<file path="config.mk">
export PLATFORM = sky130hd
export DESIGN_NAME = i2c_slave_sync
export DESIGN_NICKNAME = d
export VERILOG_FILES = /design/src/rtl/i2c_slave_sync.sv
export SDC_FILE = /design/constraint.sdc
export NUM_CORES = 1
export LEC_CHECK = 0
export BUFFER_PORTS_ARGS = -buffer_cell sky130_fd_sc_hd__buf_2
export CORE_MARGIN = 4
export CORE_UTILIZATION = 53
export CTS_BUF_LIST = sky130_fd_sc_hd__clkbuf_4 sky130_fd_sc_hd__clkbuf_8 sky130_fd_sc_hd__clkbuf_16
export CTS_CLUSTER_SIZE = 8
export DETAILED_ROUTE_END_ITERATION = 8
export PLACE_DENSITY = 0.75
export SLEW_MARGIN = 20
export SYNTH_ARGS = -nofsm -noshare
export SYNTH_HDL_FRONTEND = slang
export SYNTH_SLANG_ARGS = --single-unit
</file>
<file path="constraint.sdc">
create_clock -name clk -period 1.9 [get_ports clk]
set_input_delay 0.095 -clock clk [delete_from_list [all_inputs] [get_ports clk]]
set_output_delay 0.095 -clock clk [all_outputs]
set_load 0.005 [all_outputs]
</file>
<file path="src/rtl/i2c_slave_sync.sv">
// Fully synchronous I2C slave with a byte-wide register-file port.
// SCL/SDA are synchronised, glitch-filtered and edge-detected on clk.
module i2c_slave_sync #(
    parameter int ADDR_BYTES = 1,
    parameter int FILTER_LEN = 3
) (
    input  logic                    clk,
    input  logic                    rst_n,
    input  logic [6:0]              slave_id,
    input  logic                    scl_in,
    input  logic                    sda_in,
    output logic                    sda_oe,
    output logic                    i2c_active,
    output logic                    wr_en,
    output logic                    rd_en,
    output logic [8*ADDR_BYTES-1:0] addr,
    output logic [7:0]              wdata,
    output logic                    wr_pulse,
    output logic                    rd_pulse,
    input  logic [7:0]              rdata
);

    // state      | meaning
    // S_IDLE     | wait for START
    // S_ADDR     | shift in device address byte
    // S_ADDR_ACK | drive ACK for a matching device address
    // S_REG_ADDR | receive register-address byte(s)
    // S_WRITE    | receive data bytes, strobe wr_pulse
    // S_READ     | shift rdata out on SDA
    // S_READ_ACK | sample master ACK/NACK
    localparam int AW = 8 * ADDR_BYTES;
    localparam logic [2:0] S_IDLE     = 3'd0;
    localparam logic [2:0] S_ADDR     = 3'd1;
    localparam logic [2:0] S_ADDR_ACK = 3'd2;
    localparam logic [2:0] S_REG_ADDR = 3'd3;
    localparam logic [2:0] S_WRITE    = 3'd4;
    localparam logic [2:0] S_READ     = 3'd5;
    localparam logic [2:0] S_READ_ACK = 3'd6;

    localparam logic [3:0] FLT_MAX  = 4'(FILTER_LEN - 1);
    localparam logic [1:0] LAST_REG = 2'(ADDR_BYTES - 1);

    // index 0 = SCL, index 1 = SDA
    logic [1:0]      sync1, sync2, filt, filt_d;
    logic [1:0][3:0] flt_cnt;

    logic [2:0]    state;
    logic [3:0]    bit_cnt;
    logic [1:0]    byte_cnt;
    logic [7:0]    shift;
    logic [AW-1:0] addr_acc;
    logic          rd_load;

    logic          scl_rise, scl_fall, sda_rise, sda_fall;
    logic          start_det, stop_det;
    logic [AW+7:0] acc_cat;
    logic [AW-1:0] addr_nxt;

    always_ff @(posedge clk) begin
        if (!rst_n) begin
            sync1   <= '1;
            sync2   <= '1;
            filt    <= '1;
            filt_d  <= '1;
            flt_cnt <= '0;
        end else begin
            sync1  <= {sda_in, scl_in};
            sync2  <= sync1;
            filt_d <= filt;
            for (int i = 0; i < 2; i++) begin
                if (sync2[i] == filt[i]) begin
                    flt_cnt[i] <= '0;
                end else if (flt_cnt[i] == FLT_MAX) begin
                    filt[i]    <= sync2[i];
                    flt_cnt[i] <= '0;
                end else begin
                    flt_cnt[i] <= flt_cnt[i] + 4'd1;
                end
            end
        end
    end

    assign scl_rise  =  filt[0] & ~filt_d[0];
    assign scl_fall  = ~filt[0] &  filt_d[0];
    assign sda_rise  =  filt[1] & ~filt_d[1];
    assign sda_fall  = ~filt[1] &  filt_d[1];
    // SCL must be high on both sides of the SDA edge to qualify as START/STOP
    assign start_det = sda_fall & filt[0] & filt_d[0];
    assign stop_det  = sda_rise & filt[0] & filt_d[0];

    assign acc_cat  = {addr_acc, shift};
    assign addr_nxt = acc_cat[AW-1:0];

    always_ff @(posedge clk) begin
        if (!rst_n) begin
            state      <= S_IDLE;
            bit_cnt    <= '0;
            byte_cnt   <= '0;
            shift      <= '0;
            addr_acc   <= '0;
            rd_load    <= 1'b0;
            sda_oe     <= 1'b0;
            i2c_active <= 1'b0;
            wr_en      <= 1'b0;
            rd_en      <= 1'b0;
            addr       <= '0;
            wdata      <= '0;
            wr_pulse   <= 1'b0;
            rd_pulse   <= 1'b0;
        end else begin
            wr_pulse <= 1'b0;
            rd_pulse <= 1'b0;
            rd_load  <= rd_pulse;
            if (wr_pulse) addr <= addr + AW'(1);
            // rdata is captured two clocks after the request strobe
            if (rd_load) shift <= rdata;

            if (start_det) begin
                state      <= S_ADDR;
                bit_cnt    <= '0;
                i2c_active <= 1'b1;
                wr_en      <= 1'b0;
                rd_en      <= 1'b0;
                sda_oe     <= 1'b0;
            end else if (stop_det) begin
                state      <= S_IDLE;
                i2c_active <= 1'b0;
                wr_en      <= 1'b0;
                rd_en      <= 1'b0;
                sda_oe     <= 1'b0;
            end else begin
                case (state)
                    S_IDLE: ;
                    S_ADDR: begin
                        if (scl_rise && bit_cnt != 4'd8) begin
                            shift   <= {shift[6:0], filt[1]};
                            bit_cnt <= bit_cnt + 4'd1;
                        end else if (scl_fall && bit_cnt == 4'd8) begin
                            if (shift[7:1] == slave_id) begin
                                sda_oe <= 1'b1;
                                state  <= S_ADDR_ACK;
                            end else begin
                                sda_oe <= 1'b0;
                                state  <= S_IDLE;
                            end
                        end
                    end
                    S_ADDR_ACK: begin
                        if (scl_rise) begin
                            bit_cnt <= '0;
                            if (shift[0]) begin
                                rd_en    <= 1'b1;
                                rd_pulse <= 1'b1;
                                state    <= S_READ;
                            end else begin
                                wr_en    <= 1'b1;
                                byte_cnt <= '0;
                                state    <= S_REG_ADDR;
                            end
                        end
                    end
                    S_REG_ADDR, S_WRITE: begin
                        // first fall of a byte ends our ACK, the 8th fall starts the next one
                        if (scl_fall && bit_cnt == 4'd0) sda_oe <= 1'b0;
                        else if (scl_fall && bit_cnt == 4'd8) sda_oe <= 1'b1;
                        if (scl_rise) begin
                            if (bit_cnt != 4'd8) begin
                                shift   <= {shift[6:0], filt[1]};
                                bit_cnt <= bit_cnt + 4'd1;
                            end else begin
                                bit_cnt <= '0;
                                if (state == S_WRITE) begin
                                    wdata    <= shift;
                                    wr_pulse <= 1'b1;
                                end else begin
                                    addr_acc <= addr_nxt;
                                    if (byte_cnt == LAST_REG) begin
                                        addr  <= addr_nxt;
                                        state <= S_WRITE;
                                    end else begin
                                        byte_cnt <= byte_cnt + 2'd1;
                                    end
                                end
                            end
                        end
                    end
                    S_READ: begin
                        if (scl_rise && bit_cnt != 4'd8) bit_cnt <= bit_cnt + 4'd1;
                        if (scl_fall) begin
                            if (bit_cnt == 4'd0) begin
                                sda_oe <= ~shift[7];
                            end else if (bit_cnt == 4'd8) begin
                                sda_oe <= 1'b0;
                                state  <= S_READ_ACK;
                            end else begin
                                sda_oe <= ~shift[6];
                                shift  <= {shift[6:0], 1'b0};
                            end
                        end
                    end
                    S_READ_ACK: begin
                        if (scl_rise) begin
                            bit_cnt <= '0;
                            if (!filt[1]) begin
                                addr     <= addr + AW'(1);
                                rd_pulse <= 1'b1;
                                state    <= S_READ;
                            end else begin
                                state <= S_IDLE;
                            end
                        end
                    end
                    default: state <= S_IDLE;
                endcase
            end
        end
    end

endmodule

</file>
==> results.py <==
metrics = {
    "status": {
        "status": "complete, no violations",
    },
    "setup_path": {
        "worstPathArrival_ns": 2.09,
        "slowest_stage": "dfxtp_1",
        "max_stage_delay_ns": 0.34,
        "endpoint_kind": "flip-flop",
        "required_ns": 2.14,
        "worst-path-max-fanout": 5,
        "worstSetupPathType": "flip-flop to flip-flop",
        "worstPathCellList": "inv_1, ha_1, and3b_2, buf_4, o221ai_1, a22oi_1, a31oi_1, mux2i_1",
        "critPathLaunchType": "flip-flop",
    },
    "timing": {
        "setup_ws_ns": 0.0517,
        "post-route-period-util_pct": 97.3,
        "finalSetupTns_ns": 0,
        "min_period_ns": 1.85,
        "hold_viol": 0,
        "rsz0062_at_grt": "yes",
        "tightest_slew_ns": 0.427,
        "skew_ns": 0.00983,
        "finalSetupViolCount": 0,
        "slew_headroom_pct": 71.5,
        "maxSlewViolCount": 0,
        "fin_hold_ws_ns": 0.105,
        "max_clock_freq_mhz": 541,
    },
    "power": {
        "power.internal_mw": 1.52,
        "combPwrFrac_pct": 4.1,
        "power_leakage_nw": 1.67,
        "p_switching_mw": 0.478,
        "p_clk_share_pct": 36.7,
        "ir_worst_vdd_v": 0.000369,
        "powerDensity_nw_per_um2": 511,
        "swShare_pct": 23.9,
        "power_frac_seq_pct": 59.2,
    },
    "synthesis": {
        "synth.most_common_cell": "dfxtp_1",
        "synth_top_area_share_pct": 33.5,
        "ys_seq_area_share_pct": 33.5,
        "synth_area_um2": 3350,
        "ys_ff_latch": 56,
        "postSynth.asyncResetShare_pct": 0,
        "postSynthAreaPerCell_um2": 8.86,
        "synth_top_cell_by_area": "dfxtp_1",
        "synth.distinct_cells": 67,
        "ys_warn_count": 0,
        "synthFlopType": "dfxtp_1",
        "yosys-top-cells-area": "dfxtp_1, mux2i_1, nor2_1",
        "syn_inst": 378,
        "synth_common_cells": "dfxtp_1, nor2_1, nand2_1, mux2i_1, nand3_1",
        "synth_edf_count": 0,
        "synth_fp_nets": 405,
    },
    "placed_design": {
        "port_buffers": 40,
        "gp_congestion": 0.982,
        "placed_area_um2": 3730,
        "post-place-cells": 500,
        "dpl.hpwl_um": 6220,
        "dp_slack_ns": -0.00701,
    },
    "route": {
        "drt-vias-per-instance": 5.93,
        "finalWirelength_um": 8400,
        "dr_total_vias": 3050,
        "ant_nets": 0,
        "first_iter_violations": 229,
        "drc": 0,
        "dr.pass1.iters": 6,
        "post_drt_wl_per_cell_um": 16.3,
    },
    "grt": {
        "overflow": 0,
        "grt_pass1_vias": 2856,
        "antenna_found_initial": 0,
        "grt.total_usage_pct": 22.2,
        "grt_start_max_net_pins": 23,
        "grt_first_pass_wirelength_um": 13600,
    },
    "final_layout": {
        "final_area_um2": 3910,
        "finalNonFillerCells": 514,
        "finalNetCount": 465,
        "drive_gt1_share_pct": 26.7,
        "diodes": 0,
        "area_delta_synth_final_pct": 16.6,
    },
    "clock_tree": {
        "clk_pin_slew_ns": 0.11,
        "clk_latency_ns": 0.32,
        "cts_tree": "built",
        "clock-sinks": 56,
        "cts_buffers": 5,
        "clockRootBuffer": "clkbuf_8",
        "cts_buffer_depth": 2,
        "cts.htree.levels": 2,
    },
    "floorplanning": {
        "start_util_pct": 55.6,
        "core_um2": 6030,
        "chipHeight_um": 87.5,
        "die_area_um2": 7660,
        "rows": 28,
        "ios": 41,
        "die-width_um": 87.5,
    },
    "hold_path": {
        "holdCritPathClass": "input port to flip-flop",
    },
    "flow_run": {
        "maxCapViolCount": 0,
    },
}
==> path summary, 6_finish.rpt <==
| path | start | end | slack, ns | depth (start not counted) |
|---|---|---|---|---|
| hold / removal | rst_n | filt[1] | 0.10 | 2 |
| setup reg to reg | bit_cnt[0] | state[0] | 0.05 | 8 |
| hold reg to reg | sync1[0] | sync2[0] | 0.42 | 1 |
| setup / recovery | bit_cnt[0] | state[0] | 0.05 | 8 |
==> sequential cells by signal, summed over array words and instances, names as in the netlist, 3 cells and up <==
name      cells
wdata         8
flt_cnt       8
bit_cnt       4
state         3
addr_nxt      8
addr          8
==> layer usage <==
metal	wire length, um	part of all wire [%]	track usage [%]	vias to the layer above
li1	-	-	-	1477
met4	147	1.8	6.69	0
met5	0	0	0	-
met1	3670	44	29.4	1453
met2	4130	49	37.2	98
met3	442	5.3	3.60	22
==> layout by cell type (no fill, tap or decap), types with 3 or more instances in the layout <==
cell / count
nand2_1: 24
nand2b_1: 13
a211oi_2: 7
nor4_1: 3
and3_1: 4
xor2_1: 15
o22ai_1: 4
nand4_1: 7
o221ai_1: 3
buf_4: 33
nand3_1: 15
dfxtp_2: 3
a211o_1: 3
ha_1: 8
a21oi_1: 14
clkbuf_8: 6
mux2i_1: 21
inv_1: 15
o211ai_1: 3
nand3b_1: 3
xnor2_1: 13
dfxtp_1: 53
o21ai_0: 12
a31oi_1: 3
buf_2: 40
nor2b_1: 3
nor2_1: 51
o2111ai_1: 4
==> power groups by stage <==
stage / sequential [mW] / clock, mW / combinational, mW
2_1_floorplan: 1.21 / 0 / 0.0438
3_3_place_gp: 1.21 / 0 / 0.0756
3_5_place_dp: 1.21 / 0 / 0.0775
4_1_cts: 1.18 / 0.731 / 0.0810
5_1_grt: 1.18 / 0.776 / 0.0894
6_report: 1.18 / 0.732 / 0.0823
==> layout make-up <==
cell class,instances,area (um^2)
Multi-Input combinational cell,284,2060
Fill cell,512,2120
Sequential cell,56,1120
Tap cell,75,93.8
Inverter,16,60.1
Timing Repair Buffer,75,468
Clock buffer,6,82.6
Clock inverter,2,17.5
==> worst max-delay path: cells and delay by family, from the launching register on <==
kind / cells / cell delay [ns]
and+or+nand+nor: 1 / 0.29
muxes: 1 / 0.22
AOI/OAI and AO/OA: 3 / 0.49
buffers and inverters: 2 / 0.21
DFF: 1 / 0.34
adders and majority gates: 1 / 0.22
==> repair_timing <==
action / 4_1_cts / 5_1_grt
pin swaps: 1 / 4
setup buffers: 2 / 1
endpoints found under the hold margin: 2 / 0
cloned: 0 / 1
gates resized for setup: 0 / 8
setup endpoints to repair: 3 / 23
hold buffers: 2 / 0
==> stage by stage <==
stage	total power [mW]	util, %
2_1_floorplan	1.25	-
3_5_place_dp	1.29	61.9
4_1_cts	1.99	64.1
5_1_grt	2.05	64.8
6_report	2.00	64.8
3_3_place_gp	1.28	61.9
==> cells by family (layout without fill, tap and decap cells) <==
kind of cell    count (synthesis)  count (layout)  share of synthesized area [%]
compound gates                 83              84                           20.9
mux                            23              23                           6.95
flops                          56              56                           33.5
xor+xnor                       29              29                           7.80
buf+inv                        39              99                           6.01
simple gates                  140             140                           21.9
fa+ha+maj                       8               8                           2.99
No activity file was read; power rests on OpenSTA's default activity.
